$ cat src/rtl/game_ctrl_pkg.sv
`default_nettype none
// ============================================================================
// game_pkg : shared state encoding and round-length default for game_ctrl
// Rev 1.0
// ============================================================================
package game_pkg;

  localparam logic [1:0] ST_IDLE   = 2'd0;
  localparam logic [1:0] ST_LOAD   = 2'd1;
  localparam logic [1:0] ST_START  = 2'd2;
  localparam logic [1:0] ST_FINISH = 2'd3;

  localparam int GAME_SECS_DEF = 60;

  typedef enum logic [1:0] {
    S_IDLE   = ST_IDLE,
    S_LOAD   = ST_LOAD,
    S_START  = ST_START,
    S_FINISH = ST_FINISH
  } state_e;

endpackage
`default_nettype wire

$ cat src/rtl/game_ctrl_if.sv
`default_nettype none
// ============================================================================
// game_ctrl_if : player/mole inputs and sequencer outputs of game_ctrl
// Rev 1.0
// ============================================================================
interface game_ctrl_if #(
  parameter int NUM_HOLES = 9
);

  logic                 start_btn;
  logic                 sec_tick;
  logic [NUM_HOLES-1:0] hit;
  logic [NUM_HOLES-1:0] mole_up;
  logic [1:0]           global_state;
  logic                 score_clear;
  logic                 score_trigger;
  logic [NUM_HOLES-1:0] mole_clear;
  logic [7:0]           time_left;

  modport master (
    output start_btn, sec_tick, hit, mole_up,
    input  global_state, score_clear, score_trigger, mole_clear, time_left
  );

  modport slave (
    input  start_btn, sec_tick, hit, mole_up,
    output global_state, score_clear, score_trigger, mole_clear, time_left
  );

endinterface
`default_nettype wire

$ cat src/rtl/game_ctrl_hit_popcount.sv
`default_nettype none
// ============================================================================
// hit_popcount : combinational count of set bits in the valid-hit vector
// Rev 1.0
// ============================================================================
module hit_popcount #(
  parameter int NUM_HOLES = 9,
  parameter int CNT_W     = $clog2(NUM_HOLES + 1)
) (
  input  logic [NUM_HOLES-1:0] vec,
  output logic [CNT_W-1:0]     count
);

  always_comb begin
    count = '0;
    for (int i = 0; i < NUM_HOLES; i++) begin
      count = count + CNT_W'(vec[i]);
    end
  end

endmodule
`default_nettype wire

$ cat src/rtl/game_ctrl.sv
`default_nettype none
// ============================================================================
// game_ctrl : whack-a-mole sequencer - round FSM, hit validation/serialising,
//             round timer
// Rev 1.0
// ============================================================================
module game_ctrl
  import game_pkg::*;
#(
  parameter int NUM_HOLES   = 9,
  parameter int GAME_SECS   = GAME_SECS_DEF,
  parameter int LOAD_CYCLES = 16,
  parameter int PEND_W      = 4
) (
  input  logic        clk,
  input  logic        rst,
  game_ctrl_if.slave  bus
);

  localparam int CNT_W  = $clog2(NUM_HOLES + 1);
  localparam int SUM_W  = PEND_W + CNT_W;
  localparam int LCNT_W = $clog2(LOAD_CYCLES + 1);

  localparam logic [PEND_W-1:0] PEND_MAX  = '1;
  localparam logic [LCNT_W-1:0] LOAD_LAST = LCNT_W'(LOAD_CYCLES - 1);
  localparam logic [7:0]        SECS_INIT = 8'(GAME_SECS);

  state_e               state_q, state_d;
  logic [LCNT_W-1:0]    load_cnt_q, load_cnt_d;
  logic [7:0]           time_left_q, time_left_d;
  logic [PEND_W-1:0]    pending_q, pending_d;
  logic                 score_trigger_q, score_trigger_d;
  logic                 score_clear_q, score_clear_d;
  logic [NUM_HOLES-1:0] mole_clear_q, mole_clear_d;

  logic [NUM_HOLES-1:0] valid;
  logic [CNT_W-1:0]     valid_cnt;
  logic [SUM_W-1:0]     total;
  logic [SUM_W-1:0]     drained;

  assign valid = (state_q == S_START) ? (bus.hit & bus.mole_up) : '0;

  hit_popcount #(
    .NUM_HOLES (NUM_HOLES),
    .CNT_W     (CNT_W)
  ) u_hit_popcount (
    .vec   (valid),
    .count (valid_cnt)
  );

  always_comb begin
    state_d         = state_q;
    load_cnt_d      = load_cnt_q;
    time_left_d     = time_left_q;
    pending_d       = pending_q;
    score_trigger_d = 1'b0;
    total           = SUM_W'(pending_q) + SUM_W'(valid_cnt);
    drained         = '0;

    case (state_q)
      S_IDLE: begin
        if (bus.start_btn) state_d = S_LOAD;
      end
      S_LOAD: begin
        if (load_cnt_q == LOAD_LAST) state_d = S_START;
        else                         load_cnt_d = load_cnt_q + 1'b1;
      end
      S_START: begin
        if (bus.sec_tick) begin
          if (time_left_q > 8'd1) begin
            time_left_d = time_left_q - 8'd1;
          end else begin
            time_left_d = '0;
            state_d     = S_FINISH;
          end
        end
      end
      S_FINISH: begin
        if (bus.start_btn) state_d = S_LOAD;
      end
      default: state_d = S_IDLE;
    endcase

    if ((state_d == S_LOAD) && (state_q != S_LOAD)) begin
      load_cnt_d  = '0;
      time_left_d = SECS_INIT;
    end

    // Entering or sitting in LOAD flushes the backlog so no point is
    // scored while the counter is being cleared.
    if (state_d == S_LOAD) begin
      pending_d       = '0;
      score_trigger_d = 1'b0;
    end else begin
      score_trigger_d = (total != '0);
      drained         = total - SUM_W'(score_trigger_d);
      pending_d       = (drained > SUM_W'(PEND_MAX)) ? PEND_MAX : drained[PEND_W-1:0];
    end

    mole_clear_d  = valid;
    score_clear_d = (state_d == S_LOAD);
  end

  always_ff @(posedge clk) begin
    if (rst) begin
      state_q         <= S_IDLE;
      load_cnt_q      <= '0;
      time_left_q     <= '0;
      pending_q       <= '0;
      score_trigger_q <= 1'b0;
      score_clear_q   <= 1'b0;
      mole_clear_q    <= '0;
    end else begin
      state_q         <= state_d;
      load_cnt_q      <= load_cnt_d;
      time_left_q     <= time_left_d;
      pending_q       <= pending_d;
      score_trigger_q <= score_trigger_d;
      score_clear_q   <= score_clear_d;
      mole_clear_q    <= mole_clear_d;
    end
  end

  assign bus.global_state  = state_q;
  assign bus.score_clear   = score_clear_q;
  assign bus.score_trigger = score_trigger_q;
  assign bus.mole_clear    = mole_clear_q;
  assign bus.time_left     = time_left_q;

endmodule
`default_nettype wire

$ cat src/flat_wrapper.sv
// flat-port wrapper written by rule: the top's interface ports become plain ports
module game_ctrl_flat import game_pkg::*;
#(
  parameter int NUM_HOLES   = 9,
  parameter int GAME_SECS   = GAME_SECS_DEF,
  parameter int LOAD_CYCLES = 16,
  parameter int PEND_W      = 4
)
  (clk, rst, bus_start_btn, bus_sec_tick, bus_hit, bus_mole_up, bus_global_state, bus_score_clear, bus_score_trigger, bus_mole_clear, bus_time_left);
  game_ctrl_if #(.NUM_HOLES(NUM_HOLES)) bus_i ();
  input  logic clk;
  input  logic rst;
  input wire logic [$bits(bus_i.start_btn)-1:0] bus_start_btn;
  input wire logic [$bits(bus_i.sec_tick)-1:0] bus_sec_tick;
  input wire logic [$bits(bus_i.hit)-1:0] bus_hit;
  input wire logic [$bits(bus_i.mole_up)-1:0] bus_mole_up;
  output wire logic [$bits(bus_i.global_state)-1:0] bus_global_state;
  output wire logic [$bits(bus_i.score_clear)-1:0] bus_score_clear;
  output wire logic [$bits(bus_i.score_trigger)-1:0] bus_score_trigger;
  output wire logic [$bits(bus_i.mole_clear)-1:0] bus_mole_clear;
  output wire logic [$bits(bus_i.time_left)-1:0] bus_time_left;
  assign bus_i.start_btn = bus_start_btn;
  assign bus_i.sec_tick = bus_sec_tick;
  assign bus_i.hit = bus_hit;
  assign bus_i.mole_up = bus_mole_up;
  assign bus_global_state = bus_i.global_state;
  assign bus_score_clear = bus_i.score_clear;
  assign bus_score_trigger = bus_i.score_trigger;
  assign bus_mole_clear = bus_i.mole_clear;
  assign bus_time_left = bus_i.time_left;
  game_ctrl #(.NUM_HOLES(NUM_HOLES), .GAME_SECS(GAME_SECS), .LOAD_CYCLES(LOAD_CYCLES), .PEND_W(PEND_W)) u_core (.clk(clk), .rst(rst), .bus(bus_i));
endmodule
$ cat config.mk
export PLATFORM = sky130hd
export DESIGN_NAME = game_ctrl_flat
export DESIGN_NICKNAME = d
export VERILOG_FILES = /design/src/rtl/game_ctrl_pkg.sv /design/src/rtl/game_ctrl_if.sv /design/src/rtl/game_ctrl_hit_popcount.sv /design/src/rtl/game_ctrl.sv /design/src/flat_wrapper.sv
export SDC_FILE = /design/constraint.sdc
export NUM_CORES = 1
export LEC_CHECK = 0
export ABC_AREA = 1
export CAP_MARGIN = 15
export CORE_ASPECT_RATIO = 0.75
export CORE_UTILIZATION = 45
export DETAILED_ROUTE_END_ITERATION = 8
export GPL_TIMING_DRIVEN = 0
export HOLD_SLACK_MARGIN = 0.02
export PLACE_DENSITY = 0.74
export SETUP_SLACK_MARGIN = 0.2
export SYNTH_ARGS = -nofsm -noshare
export SYNTH_HDL_FRONTEND = slang
export SYNTH_SLANG_ARGS = --single-unit
$ cat constraint.sdc
create_clock -name clk -period 10.1 [get_ports clk]
set_input_delay 1.01 -clock clk [delete_from_list [all_inputs] [get_ports clk]]
set_output_delay 1.01 -clock clk [all_outputs]
set_load 0.005 [all_outputs]
==> results of run 1 <==
==> logic make-up after synthesis <==
group	share of synthesized area
AND/OR/NAND/NOR	0.2905
buffers and inverters	0.1037
flip-flops	0.3213
adder cells (fa/ha/maj)	0.1647
AO/OA/AOI/OAI	0.06426
XOR/XNOR	0.05556
==> worst paths after layout <==
check	start	to	cells after the start
min	u_core.bus.time_left[1]$_SDFFE_PP0P_	u_core.bus.time_left[1]$_SDFFE_PP0P_	2
max	bus_hit[1]	u_core.pending_q[1]$_SDFF_PP0_	19
max reg2reg	u_core.bus.global_state[1]$_SDFF_PP0_	u_core.pending_q[1]$_SDFF_PP0_	20
min reg2reg	u_core.bus.time_left[1]$_SDFFE_PP0P_	u_core.bus.time_left[1]$_SDFFE_PP0P_	2
==> cells in the final DEF (no fill, tap or decap), types with 2 or more instances in the layout <==
cell and n:
a21oi_1 3, nand4_1 2, nand2_1 31, fa_1 6, dfxtp_1 30, a21oi_2 5
ha_1 15, inv_2 4, xor2_1 6, nor2_4 3, nor2_1 22, nor4_1 2
nor3_1 3, buf_6 2, nand3_4 2, and3_1 2, clkbuf_1 2, inv_1 39
nand3_1 20, clkdlybuf4s50_1 41, o21ai_0 3, nor2_2 9, xnor2_1 4, clkbuf_8 6
nand2_2 3
==> power breakdown <==
group | total [mW] | internal [mW] | switching [mW]
combinational | 0.413 | 0.179 | 0.234
clock | 0.0986 | 0.0549 | 0.0437
sequential | 0.169 | 0.146 | 0.0229
==> metal layers <==
| metal | GRT usage | vias up | share of wire |
|---|---|---|---|
| li1 | - | 810 | - |
| met2 | 0.2883 | 31 | 0.41 |
| met1 | 0.2665 | 649 | 0.54 |
| met5 | 0 | - | 0 |
| met3 | 0.05827 | 2 | 0.046 |
| met4 | 0.06593 | 0 | 0.0063 |
==> layout make-up <==
class	count	area, sq um
Tap cell	52	65.06
Inverter	44	167.7
Fill cell	340	1368
Multi-Input combinational cell	151	1075
Sequential cell	30	600.6
Buffer	3	26.28
Timing Repair Buffer	41	410.4
Clock inverter	1	5.005
Clock buffer	7	86.33
==> flip-flops by register name, indices dropped and copies added, names as in the netlist <==
register / flops
u_core.bus.mole_clear: 9
u_core.bus.time_left: 8
u_core.load_cnt_q: 5
u_core.pending_q: 4
u_core.bus.global_state: 2
u_core.bus.score_clear: 1
u_core.bus.score_trigger: 1
==> critical path, cell delays in order <==
cell and delay [ps]:
clkdlybuf4s50_1 460, nand3_1 130, fa_1 560, inv_1 60
fa_1 490, inv_1 50, fa_1 450, inv_1 70
ha_1 170, inv_1 60, fa_1 420, xor2_2 260
nand3_1 160, ha_1 230, ha_1 230, o2111ai_1 350
nand3_1 130, nand2_1 80, inv_1 30
==> synth_stat cells, types with 4 or more instances <==
cell type and n:
nand3_1 20, inv_2 4, dfxtp_1 30, a21oi_2 5, nand2_1 31, nor2_2 9, fa_1 6, xnor2_1 4
inv_1 39, ha_1 15, xor2_1 6, nor2_1 22
==> through the flow <==
stage	setup WS (ps)	cells	utilization	power, mW
final	4881	329	0.6405	0.6806
after detailed placement	4639	321	0.6164	0.5820
after global routing	4650	329	0.6405	0.7479
after CTS	4897	329	0.6405	0.6879
after global placement	4682	321	0.6164	0.5726
after floorplan	5440	228	-	0.4804
==> results.cfg, run 1 <==
[clocking]
post_cts_resized = 0
cts_sinks = 30
numCtsBuffers = 5
path_clk_slew_ps = 60
cts.path.max_buffers = 2
hold_buffers = 0
cts-root-buf = clkbuf_8
insertion_delay_ps = 280
post-cts-setup-buffer-count = 0
cts_max_level = 2
cts_tree = yes

[pwr]
vdd_drop_max_uv = 159.8
leakage_nw = 1.111
p_per_area_mw_per_mm2 = 279.4

[placed_design]
placed_area_sq_mm = 0.002345
hpwl_microns = 2865
port_buffers = 41
gpl.final_weighted_congestion = 0.8187

[final_layout]
syn2layout_area_growth_pct = 30.32
nets = 319
drive_gt1_frac = 0.1480
final_cell_area_sq_mm = 0.002436
antennaDiodeCount = 0

[route]
vias = 1492
detail_route.wl_per_cell_microns = 11.12
ant_nets = 0
drc_errors = 0
wl_microns = 3659
vias_per_cell = 4.535
first_pass_iters = 4
drtIter0Drc = 43

[logic_synthesis]
post_synth.cell_area_avg_sq_um = 8.199
synthDistinctLibCells = 34
syn_nets = 271
post-synth-top-area-cell = dfxtp_1
ys.flop_type = dfxtp_1
ys_ff_latch = 30
synth_top_area_share = 0.3213
seq_area_frac_synth = 0.3213
synth-edff-count = 0
synth_warnings = 0
syn_area_sq_mm = 0.001869
synth.area.top_cells = dfxtp_1, ha_1, inv_1, fa_1, nand2_1
syn-instance-count = 228
async_reset_ff_frac = 0

[sta]
final.setup_skew_ps = 4.416
hold_viol_final = 0
rsz0062_at_grt = no
timing.slew.headroom = 0.6724
final.period_utilization = 0.5167
tns_ps = 0
min_period_ps = 5219
hold_ws_ps = 537.6
setup_viol = 0
max_freq_mhz = 191.6
worstMarginPinSlew_ps = 491.4
slew_viol_final = 0

[global_routing]
grt.total_usage = 0.1929
grt_pass1_wl_microns = 6596
grt_overflow = 0
antenna_found_initial = 0
grt_pass1_vias = 1456
grt_max_degree = 11

[setup_path]
critPathLaunchType = primary input
path_class = in2reg
crit_path_max_fanout = 5
arrival_ps = 5400
cp.required_ps = 10280
r2r_setup_slack_ps = 5230
cp-end-kind = flip-flop

[die]
die_x_microns = 76.42
ios = 43
die_height_microns = 57.82
initial_utilization = 0.4914
rows = 19
die_area_sq_mm = 0.004418
coreArea_sq_mm = 0.003804

[min_path]
hold_path_class = reg2reg

[run]
maxCapViolCount = 0

[outcome]
status = completed
Power figures use the tool's default switching activity.
==> inputs of run 2 (changes only) <==
--- a/config.mk
+++ b/config.mk
@@ -12,7 +12,7 @@
 export DETAILED_ROUTE_END_ITERATION = 8
 export GPL_TIMING_DRIVEN = 0
 export HOLD_SLACK_MARGIN = 0.02
-export PLACE_DENSITY = 0.74
+export PLACE_DENSITY = 0.77
 export SETUP_SLACK_MARGIN = 0.2
 export SYNTH_ARGS = -nofsm -noshare
 export SYNTH_HDL_FRONTEND = slang
==> constraint.sdc (replaced) <==
create_clock -name clk -period 4.2 [get_ports clk]
set_input_delay 0.42 -clock clk [delete_from_list [all_inputs] [get_ports clk]]
set_output_delay 0.42 -clock clk [all_outputs]
set_load 0.005 [all_outputs]
==> results.cfg, run 2 (synthesized netlist as in run 1, its figures left out) <==
[sta]
slew_viol_final = 0
worstMarginPinSlew_ps = 501.6
setup_ws_ps = -147.0
final.setup_skew_ps = 5.598
hold_viol_final = 0
final.period_utilization = 1.035
hold_ws_ps = 343.6
rsz0062_at_grt = yes
min_period_ps = 4347
setup_viol = 4
timing.slew.headroom = 0.6656
max_freq_mhz = 230.0

[outcome]
violations = setup timing
status = finished with violations

[min_path]
hold_path_class = in2reg

[final_layout]
layout_common_cells = clkdlybuf4s50_1, inv_1, nand2_1
layout_commonest_cell = clkdlybuf4s50_1
final_cell_area_sq_mm = 0.002718
drive_gt1_frac = 0.2715
postLayoutCoreUtil = 0.7145
antennaDiodeCount = 0
regArea_sq_um = 608.1
largest_reg_flops = 9
syn2layout_area_growth_pct = 45.38
nets = 333
multi_input_area_sq_mm = 0.001219
fillerInstances = 302

[die]
ios = 43
die_x_microns = 76.42
initial_utilization = 0.4914
die_height_microns = 57.82
die_area_sq_mm = 0.004418
coreArea_sq_mm = 0.003804
rows = 19

[placed_design]
dpl_worst_slack_ps = -483.0
gpl.final_weighted_congestion = 0.8590
placed_area_sq_mm = 0.002460
port_buffers = 41
hpwl_microns = 2899

[route]
drtIter0Drc = 72
ant_nets = 0
first_pass_iters = 4
vias_per_cell = 4.708
detail_route.wl_per_cell_microns = 11.85
vias = 1615
wl_microns = 4066
drc_errors = 0

[pwr]
vdd_drop_max_uv = 444.9
leakage_nw = 1.202
power_mw = 2.063
p_per_area_mw_per_mm2 = 759.3

[setup_path]
cp-end-kind = flip-flop
cp.required_ps = 4390
critPathBufInv = 7
crit_path_max_fanout = 6
path_class = reg2reg
arrival_ps = 4530
crit_chain = inv_4 -> ha_4 -> buf_12 -> nand3_4 -> fa_1 -> inv_1 -> fa_1 -> inv_1 -> fa_1 -> inv_2 -> ha_4 -> inv_2 -> fa_2 -> nand2_1 -> nor2_1 -> nand3_1 -> ha_2 -> ha_4 -> o2111ai_4 -> nand3_1 -> nand2_1 -> inv_1
critPathLaunchType = flip-flop
cp_top_family = adder cells
max_stage_delay_ps = 540
critPathSlowestCell = fa_1

[global_routing]
antenna_found_initial = 0
grt_pass1_wl_microns = 6879
grt_overflow = 0
grt.total_usage = 0.2006
grt_max_degree = 11
grt_pass1_vias = 1537

[clocking]
cts_sinks = 30
cts_tree = yes
path_clk_slew_ps = 70
insertion_delay_ps = 290
cts-root-buf = clkbuf_8
cts_max_level = 2
cts.path.max_buffers = 2
numCtsBuffers = 5

[run]
maxCapViolCount = 0
==> run 2: cell types whose count changed in the layout (fill, tap and decap cells not counted), sizes merged <==
cell | previous run | this run
buf | 2 | 16
clkdlybuf4s50 | 41 | 40
dlygate4sd2 | 0 | 1
==> run 2: final timing paths <==
check                                             start  slack [ps]                                   end  cells past startpoint
setup / recovery  u_core.bus.global_state[0]$_SDFF_PP0_        -150        u_core.pending_q[0]$_SDFF_PP0_                     22
hold / removal                                      rst         340  u_core.bus.time_left[2]$_SDFFE_PP0P_                      2
setup reg to reg  u_core.bus.global_state[0]$_SDFF_PP0_        -150        u_core.pending_q[0]$_SDFF_PP0_                     22
hold reg to reg       u_core.load_cnt_q[3]$_SDFFE_PP0P_         540     u_core.load_cnt_q[3]$_SDFFE_PP0P_                      2
==> run 2: stage by stage <==
step                instances  setup TNS (ps)
finish                    343          -514.6
floorplan                 228               0
global route              343           -1597
detailed placement        321           -1891
CTS                       342          -382.4
global placement          321           -1659
==> run 2: worst register-to-register path: stages, from the launching register on <==
cell and delay [ps]:
dfxtp_4 350, inv_4 60, ha_4 130, buf_12 120, nand3_4 80, fa_1 540, inv_1 50, fa_1 480
inv_1 50, fa_1 440, inv_2 80, ha_4 130, inv_2 40, fa_2 540, nand2_1 50, nor2_1 70
nand3_1 130, ha_2 240, ha_4 180, o2111ai_4 250, nand3_1 120, nand2_1 80, inv_1 30
==> run 2: layer usage <==
metal	global-route usage	wire length, microns	vias to the layer above
met5	0	0	-
met4	0.05769	57	0
met3	0.06299	242	7
met2	0.2973	1666	43
met1	0.2818	2100	728
li1	-	-	837
==> run 2: final cells by class <==
type	count	share of cell area
plain buffers	3	0.01289
clock buffers	7	0.03177
clock inverters	1	0.001842
inverters	44	0.06261
multi-input cells	151	0.4484
flip-flops and latches	30	0.2238
well taps	52	0.02394
repair buffers	55	0.1948
==> run 2: where the power goes <==
| part | internal, mW | switching (mW) |
|---|---|---|
| clock network | 0.132 | 0.113 |
| registers | 0.357 | 0.0494 |
| logic | 0.686 | 0.726 |
| total | 1.17 | 0.889 |
==> run 2: repair_timing <==
item	4_1_cts	5_1_grt
gates cloned	0	0
pin swaps	10	9
setup endpoints to repair	4	5
resized for setup	12	6
hold buffers	0	0
buffers inserted	13	1
==> inputs of run 3 (changes only) <==
--- a/config.mk
+++ b/config.mk
@@ -12,7 +12,7 @@
 export DETAILED_ROUTE_END_ITERATION = 8
 export GPL_TIMING_DRIVEN = 0
 export HOLD_SLACK_MARGIN = 0.02
-export PLACE_DENSITY = 0.77
+export PLACE_DENSITY = 0.83
 export SETUP_SLACK_MARGIN = 0.2
 export SYNTH_ARGS = -nofsm -noshare
 export SYNTH_HDL_FRONTEND = slang
==> results.cfg, run 3 (synthesized netlist as in run 1, its figures left out) <==
[outcome]
status = finished with violations
violations = setup timing

[die]
coreArea_sq_mm = 0.003804
die_x_microns = 76.42
ios = 43
rows = 19
die_area_sq_mm = 0.004418
die_height_microns = 57.82
initial_utilization = 0.4914

[min_path]
worstHoldStart = rst
hold_path_class = in2reg
hold_depth = 2
min_to = u_core.bus.time_left[2]$_SDFFE_PP0P_

[setup_path]
crit_chain = inv_4 -> ha_4 -> buf_12 -> nand3_4 -> fa_1 -> inv_1 -> fa_1 -> inv_1 -> fa_1 -> inv_2 -> ha_4 -> inv_2 -> fa_2 -> nand2_2 -> nor2_4 -> nand3_4 -> ha_4 -> ha_4 -> o2111ai_4 -> nand3_1 -> nand2_1 -> inv_1
critPathLaunchType = flip-flop
reg2reg_to = u_core.pending_q[0]$_SDFF_PP0_
cp_top_family = adder cells
arrival_ps = 4540
critPathSlowestCell = fa_2
path_class = reg2reg
r2r_setup_slack_ps = -170
reg2regPathDepth = 22
cp.required_ps = 4370
worstReg2RegStart = u_core.bus.global_state[0]$_SDFF_PP0_
crit_top_cell = ha_4
cp-end-kind = flip-flop
crit_path_max_fanout = 6
critPathBufInv = 7
max_stage_delay_ps = 550

[pwr]
leakage_nw = 1.214
p_per_area_mw_per_mm2 = 772.0
vdd_drop_max_uv = 497.7
power_mw = 2.133

[clocking]
cts_sinks = 30
numCtsBuffers = 5
path_clk_slew_ps = 60
cts_max_level = 2
cts-root-buf = clkbuf_8
insertion_delay_ps = 280
cts.path.max_buffers = 2
cts_tree = yes
hold_buffers = 0

[sta]
setup_viol = 5
final.period_utilization = 1.040
tns_ps = -616.2
rsz0062_at_grt = yes
worstMarginPinSlew_ps = 495.0
timing.slew.headroom = 0.6700
slew_viol_final = 0
hold_ws_ps = 355.0
max_freq_mhz = 229.0
final.setup_skew_ps = 7.601
min_period_ps = 4367
hold_viol_final = 0
setup_ws_ps = -166.7

[final_layout]
nets = 334
largest_reg_flops = 9
drive_gt1_frac = 0.2715
fillerInstances = 269
final_cell_area_sq_mm = 0.002763
layout_common_cells = clkdlybuf4s50_1, inv_1, nand2_1
antennaDiodeCount = 0
multi_input_area_sq_mm = 0.001259
syn2layout_area_growth_pct = 47.79
regArea_sq_um = 608.1
layout_commonest_cell = clkdlybuf4s50_1

[route]
detail_route.wl_per_cell_microns = 12.14
drc_errors = 0
drtIter0Drc = 69
ant_nets = 0
vias = 1611
first_pass_iters = 4
wl_microns = 4164
vias_per_cell = 4.697

[global_routing]
grt_pass1_wl_microns = 7010
grt_max_degree = 11
antenna_found_initial = 0
grt.total_usage = 0.2066
grt_pass1_vias = 1542
grt_overflow = 0

[run]
maxCapViolCount = 0

[placed_design]
port_buffers = 41
gpl.final_weighted_congestion = 0.8563
hpwl_microns = 2942
placed_area_sq_mm = 0.002460
dpl_worst_slack_ps = -503.6
==> run 3: routing by layer <==
metal  up-vias  global-route usage  routed length (microns)
li1        838                   -                        -
met1       718              0.2866                     2094
met2        49              0.3179                     1769
met3         6             0.04252                      228
met4         0             0.08242                       71
met5         -                   0                        0
==> run 3: final cells by class <==
| class | instances | share of cell area |
|---|---|---|
| inverters | 44 | 0.06159 |
| flip-flops and latches | 30 | 0.2201 |
| clock buffers | 7 | 0.02763 |
| multi-input cells | 151 | 0.4556 |
| repair buffers | 56 | 0.1988 |
| well taps | 52 | 0.02355 |
| plain buffers | 3 | 0.01268 |
==> run 3: stage by stage <==
| step | util | cells |
|---|---|---|
| after floorplan | - | 228 |
| final | 0.7263 | 343 |
| after CTS | 0.7039 | 341 |
| after global placement | 0.6467 | 321 |
| after global routing | 0.7263 | 343 |
| after detailed placement | 0.6467 | 321 |
==> run 3: power by group <==
part | switching, mW | internal (mW) | leakage [nW]
sequential | 0.0482 | 0.357 | 0.246
combinational | 0.777 | 0.732 | 0.929
clock | 0.105 | 0.114 | 0.0383
==> run 3: worst register-to-register path, delay by kind of cell (launching register included) <==
| kind | cells | cell delay, ps |
|---|---|---|
| AND/OR/NAND/NOR | 6 | 590 |
| buffers and inverters | 7 | 450 |
| adder cells (fa/ha/maj) | 8 | 2620 |
| AO/OA/AOI/OAI | 1 | 250 |
| flip-flops | 1 | 350 |
==> run 3: repair_timing <==
item | in CTS | in global routing
buffers inserted | 13 | 2
pin swaps | 6 | 8
gates cloned | 0 | 0
setup endpoints to repair | 4 | 5
gates resized for setup | 13 | 11
==> run 3: worst max path at each step <==
stage,from,endpoint,slack (ps),cells after the start
after global placement,bus_hit[3],u_core.pending_q[0]$_SDFF_PP0_,-410,19
after floorplan,u_core.bus.global_state[0]$_SDFF_PP0_,u_core.pending_q[0]$_SDFF_PP0_,60,22
after CTS,u_core.bus.global_state[0]$_SDFF_PP0_,u_core.pending_q[0]$_SDFF_PP0_,-110,22
final,u_core.bus.global_state[0]$_SDFF_PP0_,u_core.pending_q[0]$_SDFF_PP0_,-170,22
after detailed placement,bus_hit[7],u_core.pending_q[3]$_SDFF_PP0_,-500,24
after global routing,u_core.bus.global_state[0]$_SDFF_PP0_,u_core.pending_q[0]$_SDFF_PP0_,-340,22
==> RTL change (config.mk and constraints of run 3) <==
`NUM_HOLES` is set to 9 in 4 places; all go to 10.
--- a/src/rtl/game_ctrl_if.sv
+++ b/src/rtl/game_ctrl_if.sv
@@ -6,3 +6,3 @@
 interface game_ctrl_if #(
-  parameter int NUM_HOLES = 9
+  parameter int NUM_HOLES = 10
 );
--- a/src/rtl/game_ctrl_hit_popcount.sv
+++ b/src/rtl/game_ctrl_hit_popcount.sv
@@ -6,3 +6,3 @@
 module hit_popcount #(
-  parameter int NUM_HOLES = 9,
+  parameter int NUM_HOLES = 10,
   parameter int CNT_W     = $clog2(NUM_HOLES + 1)
--- a/src/rtl/game_ctrl.sv
+++ b/src/rtl/game_ctrl.sv
@@ -9,3 +9,3 @@
 #(
-  parameter int NUM_HOLES   = 9,
+  parameter int NUM_HOLES   = 10,
   parameter int GAME_SECS   = GAME_SECS_DEF,
--- a/src/flat_wrapper.sv
+++ b/src/flat_wrapper.sv
@@ -3,3 +3,3 @@
 #(
-  parameter int NUM_HOLES   = 9,
+  parameter int NUM_HOLES   = 10,
   parameter int GAME_SECS   = GAME_SECS_DEF,
Interface: changed (resized bus_hit, bus_mole_clear and bus_mole_up); port bits go from 43 to 46. No check against the original RTL was run, so the function may have changed too.
==> RTL change against run 3 <==
The flow still finishes with violations (negative setup slack). Global-route usage increased by 1.8 points. First-iteration DRC count up 2.9%. Wire length rose by 7.9%. Count of clock-buffer cells in the layout fell by 1. Setup slack lost 240 ps. Area after synthesis down 4.7%. Fmax decreased by 5.3%. Design area down 3.3%. Sequential power is essentially flat. Sequential cell count up 1. Power fell by 12%.
==> RTL change: results (changes against run 3) <==
- XOR/XNOR share of the synthesized area: 5.899% (was 5.556%)
- Synth area leaders: dfxtp_1, ha_1, fa_1 (was dfxtp_1, ha_1, inv_1)
- Pleak: 1.163 nW (was 1.214 nW)
- I/O Buffers: 44 (was 41)
- Iteration-0 DRC count of the detailed router: 71 (was 69)
- Gr usage total: 22.45% (was 20.66%)
- Synth cell types: 30 (was 34)
- Synth top cells by count: nand2_1, nor2_1, dfxtp_1, inv_1, nand3_1 (was inv_1, nand2_1, dfxtp_1)
- Sequential share of the synthesized area: 34.83% (was 32.13%)
- Outcome: complete, but fails checks (unchanged)
- Synth Net Count: 263 (was 271)
- Slew HR: 71.35% (was 67.00%)
- First-pass GRT wire length: 7017 um (was 7010 um)
- Vias in the first global route: 1655 (was 1542)
- Power Dens Cells: 703.8 nW/um^2 (was 772.0 nW/um^2)
- # fillers: 285 (was 269)
- HPWL after DPL: 3049 um (was 2942 um)
- Setup-failing EPs final: 4 (was 5)
- Final net count: 327 (was 334)
- Vias per std cell: 4.869 (was 4.697)
- Failing checks: negative setup slack (unchanged)
- Placement Setup Slack: -647.2 ps (was -503.6 ps)
- Placed cell areas: 2341 um^2 (was 2460 um^2)
- Final setup margin: -409.9 ps (was -166.7 ps)
- Routability cong.: 0.8359 (was 0.8563)
- Critical Path AT: 4790 ps (was 4540 ps)
- VDD IR max: 0.3943 mV (was 0.4977 mV)
- Compound-Gate Fraction of Synth Area: 6.882% (was 6.426%)
- Max reg flops: 10 (was 9)
- Number of CTS-inserted buffers: 5 (unchanged)
## RTL change: changes by cell type after synthesis, moves of 3 or more
cell | before | now
nor2_1 | 22 | 33
a21oi_2 | 5 | 2
nor2_4 | 3 | 0
a21oi_1 | 3 | 9
inv_1 | 39 | 31
nor2_2 | 9 | 1
## RTL change: metal layers
metal | wire length (um) | up-vias | global-route usage, %
met2 | 2242 | 55 | 37.97
met5 | 0 | - | 0
met3 | 226 | 9 | 4.847
met1 | 1931 | 750 | 26.72
met4 | 95 | 0 | 10.51
li1 | - | 817 | -
## RTL change: cells by family after synthesis
group	Yosys count
DFF	31
xor gates and xnor gates	12
adders and majority gates	21
and+or+nand+nor	101
buffers and inverters	36
AOI/OAI and AO/OA	17
## RTL change: cell type report
cell class,count,share of cell area (%)
repair buffers,57,20.14
well taps,52,2.436
clock buffers,6,3.091
inverters,33,4.731
plain buffers,3,1.077
flip-flops and latches,31,23.51
clock inverters,2,1.311
multi-input cells,151,43.70
## RTL change: through the flow
step           cells  setup TNS (ps)
2_1_floorplan    218          -451.9
3_3_place_gp     314           -2136
3_5_place_dp     314           -2499
4_1_cts          332           -1401
5_1_grt          335           -2250
6_report         335           -1580
## RTL change: worst paths after layout
kind                                  end  slack [ps]
setup / recovery      u_core.pending_q[2]        -410
hold / removal    u_core.bus.time_left[5]         420
setup reg to reg      u_core.pending_q[2]        -410
hold reg to reg      u_core.load_cnt_q[4]         460
## RTL change: worst max-delay path, stage by stage, from the launching register on
cell       delay [ps]
dfxtp_4           350
inv_4              70
ha_4              140
buf_12            130
nand3_4            70
fa_1              530
inv_1              50
fa_1              490
inv_1              50
fa_1              480
fa_2              360
inv_2              80
fa_2              450
inv_2              80
nand2_2            50
nor2_2            110
nand3_2           110
ha_4              210
ha_4              180
o2111ai_4         260
nand3_2           100
nand2_1           100
inv_1              40
## RTL change: where the power goes
part / total (mW) / internal [mW] / leakage [nW] / switching [mW]
Clock: 0.306 / 0.192 / 0.0612 / 0.114
Sequential: 0.406 / 0.360 / 0.254 / 0.0455
Combinational: 1.17 / 0.548 / 0.847 / 0.620
## RTL change: timing repair
action	4_1_cts	5_1_grt
gates resized for setup	15	9
buffers inserted	10	3
pin swaps	12	13
endpoints found under the hold margin	0	0
endpoints found under the setup margin	5	5
